[src/rtl/regfile_scoreboard_if.sv]
// Decode/writeback bus of the register-file scoreboard.
// The core drives it as master; the register file is the slave.
interface regfile_scoreboard_if #(
    parameter int ADDRESS_WIDTH = 5,
    parameter int DATA_WIDTH    = 32,
    parameter int NUM_READ      = 2
);
    // decode side: read addresses and issued destination
    logic [NUM_READ*ADDRESS_WIDTH-1:0] ad_r;
    logic [NUM_READ*DATA_WIDTH-1:0]    rd;
    logic [NUM_READ-1:0]               rd_busy;
    logic                              issue_en;
    logic [ADDRESS_WIDTH-1:0]          issue_ad;
    // writeback side
    logic                              we3;
    logic [ADDRESS_WIDTH-1:0]          ad3;
    logic [DATA_WIDTH-1:0]             wd3;
    // observation
    logic [DATA_WIDTH-1:0]             a0;
    logic [ADDRESS_WIDTH-1:0]          pending_count;

    modport master (
        output ad_r, issue_en, issue_ad, we3, ad3, wd3,
        input  rd, rd_busy, a0, pending_count
    );

    modport slave (
        input  ad_r, issue_en, issue_ad, we3, ad3, wd3,
        output rd, rd_busy, a0, pending_count
    );
endinterface

[src/rtl/regfile_scoreboard.sv]
// Multi-port register file with hardwired-zero x0, optional writeback
// bypass and a per-register busy scoreboard for RAW hazard detection.
module regfile_scoreboard #(
    parameter int ADDRESS_WIDTH = 5,
    parameter int DATA_WIDTH    = 32,
    parameter int NUM_READ      = 2,
    parameter bit BYPASS        = 1'b1,
    parameter int DEBUG_REG     = 10
) (
    input logic                clk,
    input logic                rst,
    regfile_scoreboard_if.slave bus
);
    localparam int DEPTH = 2 ** ADDRESS_WIDTH;
    localparam logic [ADDRESS_WIDTH-1:0] DBG_IDX = ADDRESS_WIDTH'(DEBUG_REG);

    logic [DATA_WIDTH-1:0]    regs [DEPTH];
    logic [DEPTH-1:0]         busy;
    logic [DEPTH-1:0]         busy_next;
    logic [ADDRESS_WIDTH-1:0] count_next;
    logic [ADDRESS_WIDTH-1:0] count_q;

    logic [ADDRESS_WIDTH-1:0]       read_addr [NUM_READ];
    logic [NUM_READ*DATA_WIDTH-1:0] rd_int;
    logic [NUM_READ-1:0]            rd_busy_int;

    logic write_hit;
    logic issue_hit;

    assign write_hit = bus.we3 && (bus.ad3 != '0);
    assign issue_hit = bus.issue_en && (bus.issue_ad != '0);

    for (genvar g = 0; g < NUM_READ; g++) begin : g_addr
        assign read_addr[g] = bus.ad_r[g*ADDRESS_WIDTH +: ADDRESS_WIDTH];
    end

    // Data storage: writeback updates one register; x0 is never written.
    // NOTE: the whole array is cleared on reset because the architecture
    // promises every register reads 0 immediately after rst, not just x0.
    always_ff @(posedge clk or posedge rst) begin
        if (rst) begin
            for (int i = 0; i < DEPTH; i++) begin
                regs[i] <= '0;
            end
        end else if (write_hit) begin
            // NOTE: non-blocking so every flop samples pre-edge values.
            regs[bus.ad3] <= bus.wd3;
        end
    end

    // Next scoreboard state: a write retires its producer, then an issue
    // to the same address marks it busy again (new producer wins).
    always_comb begin
        // NOTE: default first so no path leaves busy_next unassigned (latch).
        busy_next = busy;
        if (write_hit) begin
            busy_next[bus.ad3] = 1'b0;
        end
        if (issue_hit) begin
            busy_next[bus.issue_ad] = 1'b1;
        end
        busy_next[0] = 1'b0;
    end

    // Population count of the next scoreboard, registered alongside it.
    always_comb begin
        count_next = '0;
        for (int i = 1; i < DEPTH; i++) begin
            count_next = count_next + ADDRESS_WIDTH'(busy_next[i]);
        end
    end

    // Scoreboard and pending counter registers.
    always_ff @(posedge clk or posedge rst) begin
        if (rst) begin
            busy    <= '0;
            count_q <= '0;
        end else begin
            busy    <= busy_next;
            count_q <= count_next;
        end
    end

    // Combinational read ports with x0 masking and optional bypass.
    always_comb begin
        rd_int      = '0;
        rd_busy_int = '0;
        for (int i = 0; i < NUM_READ; i++) begin
            if (read_addr[i] == '0) begin
                rd_int[i*DATA_WIDTH +: DATA_WIDTH] = '0;
                rd_busy_int[i]                     = 1'b0;
            end else if (BYPASS && write_hit && (bus.ad3 == read_addr[i])) begin
                rd_int[i*DATA_WIDTH +: DATA_WIDTH] = bus.wd3;
                rd_busy_int[i]                     = 1'b0;
            end else begin
                rd_int[i*DATA_WIDTH +: DATA_WIDTH] = regs[read_addr[i]];
                rd_busy_int[i]                     = busy[read_addr[i]];
            end
        end
    end

    assign bus.rd            = rd_int;
    assign bus.rd_busy       = rd_busy_int;
    // Debug view is architectural state only; x0 stays 0 so DEBUG_REG=0 is constant 0.
    assign bus.a0            = regs[DBG_IDX];
    assign bus.pending_count = count_q;

endmodule

[src/flat_wrapper.sv]
// flat-port wrapper written by rule: the top's interface ports become plain ports
module regfile_scoreboard_flat 
#(
    parameter int ADDRESS_WIDTH = 5,
    parameter int DATA_WIDTH    = 32,
    parameter int NUM_READ      = 2,
    parameter bit BYPASS        = 1'b1,
    parameter int DEBUG_REG     = 10
)
  (clk, rst, bus_ad_r, bus_issue_en, bus_issue_ad, bus_we3, bus_ad3, bus_wd3, bus_rd, bus_rd_busy, bus_a0, bus_pending_count);
  regfile_scoreboard_if #(.ADDRESS_WIDTH(ADDRESS_WIDTH), .DATA_WIDTH(DATA_WIDTH), .NUM_READ(NUM_READ)) bus_i ();
  input logic clk;
  input logic rst;
  input wire logic [$bits(bus_i.ad_r)-1:0] bus_ad_r;
  input wire logic [$bits(bus_i.issue_en)-1:0] bus_issue_en;
  input wire logic [$bits(bus_i.issue_ad)-1:0] bus_issue_ad;
  input wire logic [$bits(bus_i.we3)-1:0] bus_we3;
  input wire logic [$bits(bus_i.ad3)-1:0] bus_ad3;
  input wire logic [$bits(bus_i.wd3)-1:0] bus_wd3;
  output wire logic [$bits(bus_i.rd)-1:0] bus_rd;
  output wire logic [$bits(bus_i.rd_busy)-1:0] bus_rd_busy;
  output wire logic [$bits(bus_i.a0)-1:0] bus_a0;
  output wire logic [$bits(bus_i.pending_count)-1:0] bus_pending_count;
  assign bus_i.ad_r = bus_ad_r;
  assign bus_i.issue_en = bus_issue_en;
  assign bus_i.issue_ad = bus_issue_ad;
  assign bus_i.we3 = bus_we3;
  assign bus_i.ad3 = bus_ad3;
  assign bus_i.wd3 = bus_wd3;
  assign bus_rd = bus_i.rd;
  assign bus_rd_busy = bus_i.rd_busy;
  assign bus_a0 = bus_i.a0;
  assign bus_pending_count = bus_i.pending_count;
  regfile_scoreboard #(.ADDRESS_WIDTH(ADDRESS_WIDTH), .DATA_WIDTH(DATA_WIDTH), .NUM_READ(NUM_READ), .BYPASS(BYPASS), .DEBUG_REG(DEBUG_REG)) u_core (.clk(clk), .rst(rst), .bus(bus_i));
endmodule
[config.mk]
export PLATFORM = sky130hd
export DESIGN_NAME = regfile_scoreboard_flat
export DESIGN_NICKNAME = d
export VERILOG_FILES = /design/src/rtl/regfile_scoreboard_if.sv /design/src/rtl/regfile_scoreboard.sv /design/src/flat_wrapper.sv
export SDC_FILE = /design/constraint.sdc
export NUM_CORES = 2
export LEC_CHECK = 0
export CAP_MARGIN = 20
export CORE_UTILIZATION = 50
export CTS_CLUSTER_SIZE = 24
export DETAILED_ROUTE_END_ITERATION = 10
export GPL_ROUTABILITY_DRIVEN = 1
export PLACE_DENSITY = 0.67
export SLEW_MARGIN = 20
export SYNTH_ARGS = -nofsm -noshare
export SYNTH_HDL_FRONTEND = slang
export SYNTH_SLANG_ARGS = --single-unit
[constraint.sdc]
create_clock -name clk -period 109.5 [get_ports clk]
set_input_delay 21.9 -clock clk [delete_from_list [all_inputs] [get_ports clk]]
set_output_delay 21.9 -clock clk [all_outputs]
set_load 0.01 [all_outputs]
==> results.ini <==
[clock_network]
cts_setup_buffers = 0
tritoncts = yes
hold_buffers = 0
clock_latency_ps = 710
cts_buffers = 113
ctsResizeCount = 0
htreeDepth = 3
cts_buffer_depth = 3
clkSinkCount = 1060
cts.reportedPaths.clkPinSlew_ps = 60
cts_root_buf = clkbuf_16

[global_route]
grt_pass1_vias = 40000
grt_max_degree = 125
grt_overflow = 0
grt_pass1_wl_um = 287000
track_usage_pct = 33.0
antenna_found_initial = 10

[synthesis]
synth_top_family_by_area = multiplexers
synth_flop_cell = dfrtp_1
netlist_instances = 4285
avgSynthCellArea_um2 = 13.7
synth_mux_area_share_pct = 40.0
ys_types = 61
yosys_warnings = 0
synth_edf_count = 0
synthTopCellsByArea = dfrtp_1 45%, mux2_2 20%, mux4_2 12%
yosysTopAreaCell = dfrtp_1
synth_seq_cells = 1060
yosysSeqAreaShare_pct = 45.0
synth_top_cell_area_share_pct = 45.0
mappedNetlistArea_um2 = 58900
synth-compound-area-share_pct = 6.16
async_flop_share_pct = 100
synthesis.nets = 4373
synth_xor_area_share_pct = 0.193
synth-simple-area-share_pct = 2.55
yosys.area_share.adder_pct = 0.973

[floorplan]
fp.dieH_um = 345
die_w_um = 345
coreArea_um2 = 117000
num_rows = 125
die_area_um2 = 119000
io_pins = 159
initial_core_util_pct = 50.6

[layout]
fin_cells = 5796
nets = 4266
fin_util_pct = 55.3
area_delta_synth_final_pct = 9.45
final_cell_mix = 1065 x mux2_2, 1060 x dfrtp_1, 388 x mux2i_1
nFillCells = 9366
final_common_cell = mux2_2
fin_area_um2 = 64500
drive_above_1_share_pct = 40.9
multi_input_area_um2 = 29600
regArea_um2 = 26500

[place]
dp_hpwl_um = 116000
port_buffers = 158
place_area_um2 = 60800
post-place-ws_ps = 61120
dp.cells = 5585
place.gp.congestion = 0.969

[worst_setup_path]
ff2ff_setup_slack_ps = 104300
crit_chain = buf_8 -> buf_4 -> buf_4 -> xnor2_1 -> nand2_1 -> nor3_2 -> buf_4 -> a32o_1 -> clkdlybuf4s50_1
path_common_cell = buf_4
crit_slowest_cell = nor3_2
worst-r2r-cell-count = 17
cp-start-kind = input port
critPathRequiredTime_ps = 87600
end_kind = output pin
path_max_fanout = 86
arrival_ps = 26640
critPathKind = in -> out
critPathMaxStageDelay_ps = 740

[min_path]
hold_depth = 0
min_path_type = reg -> reg

[sta]
rsz0062_at_grt = false
setup-tns-final_ps = 0
finalHoldViolCount = 0
fin_ws_ps = 60960
drv_slew = 0
worst_pin_slew_ps = 1190
skew_ps = 17.4
fmax_mhz = 20.6
fin_crit_sh_pct = 44.3
relSlewSlack_pct = 21.0
setup_viol = 0
final.min_clock_period_ps = 48540
whs_ps = 393

[outcome]
status = finished clean

[run]
maxCapViolCount = 0

[power]
p_leak_nw = 28.8
ir_drop_mv = 0.0557
power_mw = 1.31
power.density_nw_per_um2 = 20.3

[detailed_routing]
num_vias = 40000
drt_first_pass_iters = 7
drc = 0
antenna_left = 0
drt-vias-per-instance = 6.91
drt_wl_total_um = 198000
drt-initial-drc-count = 4561
wl_per_cell_um = 34.1

-- worst max-delay path, delay by kind of cell --
family / cells / cell delay [ps]
buffers and inverters: 5 / 2980
and+or+nand+nor: 2 / 880
AOI/OAI and AO/OA: 1 / 470
xor gates and xnor gates: 1 / 180
-- flip-flops by register name, indices dropped and copies added, names as in the netlist --
signal                    cells
u_core.regs                 992
u_core.bus.a0                32
u_core.busy                  31
u_core.bus.pending_count      5
-- final cells by class --
| cell class | instances | share of cell area, % |
|---|---|---|
| clock inverter | 34 | 0.510 |
| tap | 1524 | 2.96 |
| timing repair buffer | 287 | 4.01 |
| clock buffer | 172 | 5.14 |
| inverter | 55 | 0.332 |
| sequential | 1060 | 41.1 |
| antenna | 3 | 0.0116 |
| multi-input combinational | 2661 | 45.9 |
-- power by group --
part | switching [mW] | internal, mW
combinational | 0.191 | 0.205
sequential | 0.0573 | 0.471
clock | 0.165 | 0.217
-- per-layer routing --
metal	GRT usage [%]	routed length, um	vias to the layer above
li1	-	-	16000
met1	44.8	78900	21300
met2	49.2	87700	2166
met3	9.46	21200	518
met4	14.7	9660	12
met5	0	70	-
-- logic make-up after synthesis --
family,Yosys count
adders and majority gates,32
DFF,1060
and+or+nand+nor,322
buffers and inverters,564
muxes,1789
AOI/OAI and AO/OA,505
xor gates and xnor gates,13
-- final timing paths --
check | start | end
max | bus_ad_r[1] | bus_rd[30]
min | u_core.regs[997]$_DFFE_PP0P_ | u_core.regs[997]$_DFFE_PP0P_
max reg2reg | u_core.busy[2]$_DFF_PP0_ | u_core.bus.pending_count[4]$_DFF_PP0_
min reg2reg | u_core.regs[997]$_DFFE_PP0P_ | u_core.regs[997]$_DFFE_PP0P_
max in group asynchronous | rst | u_core.regs[117]$_DFFE_PP0P_
min in group asynchronous | rst | u_core.regs[737]$_DFFE_PP0P_
-- cell usage after synthesis (all sizes together), types with 9 or more instances --
| cell | number |
|---|---|
| a21oi | 91 |
| nor3 | 39 |
| ha | 9 |
| and3 | 11 |
| inv | 55 |
| mux4 | 336 |
| a2111oi | 9 |
| xnor2 | 13 |
| a22o | 35 |
| a221oi | 39 |
| o211ai | 13 |
| nand2 | 120 |
| mux2i | 388 |
| a32o | 35 |
| a22oi | 136 |
| nand3 | 59 |
| a21o | 9 |
| fa | 23 |
| dfrtp | 1060 |
| buf | 276 |
| clkbuf | 233 |
| mux2 | 1065 |
| o22ai | 56 |
| o21ai | 44 |
| nor2 | 48 |
| nor2b | 14 |
Power figures use the tool's default switching activity.
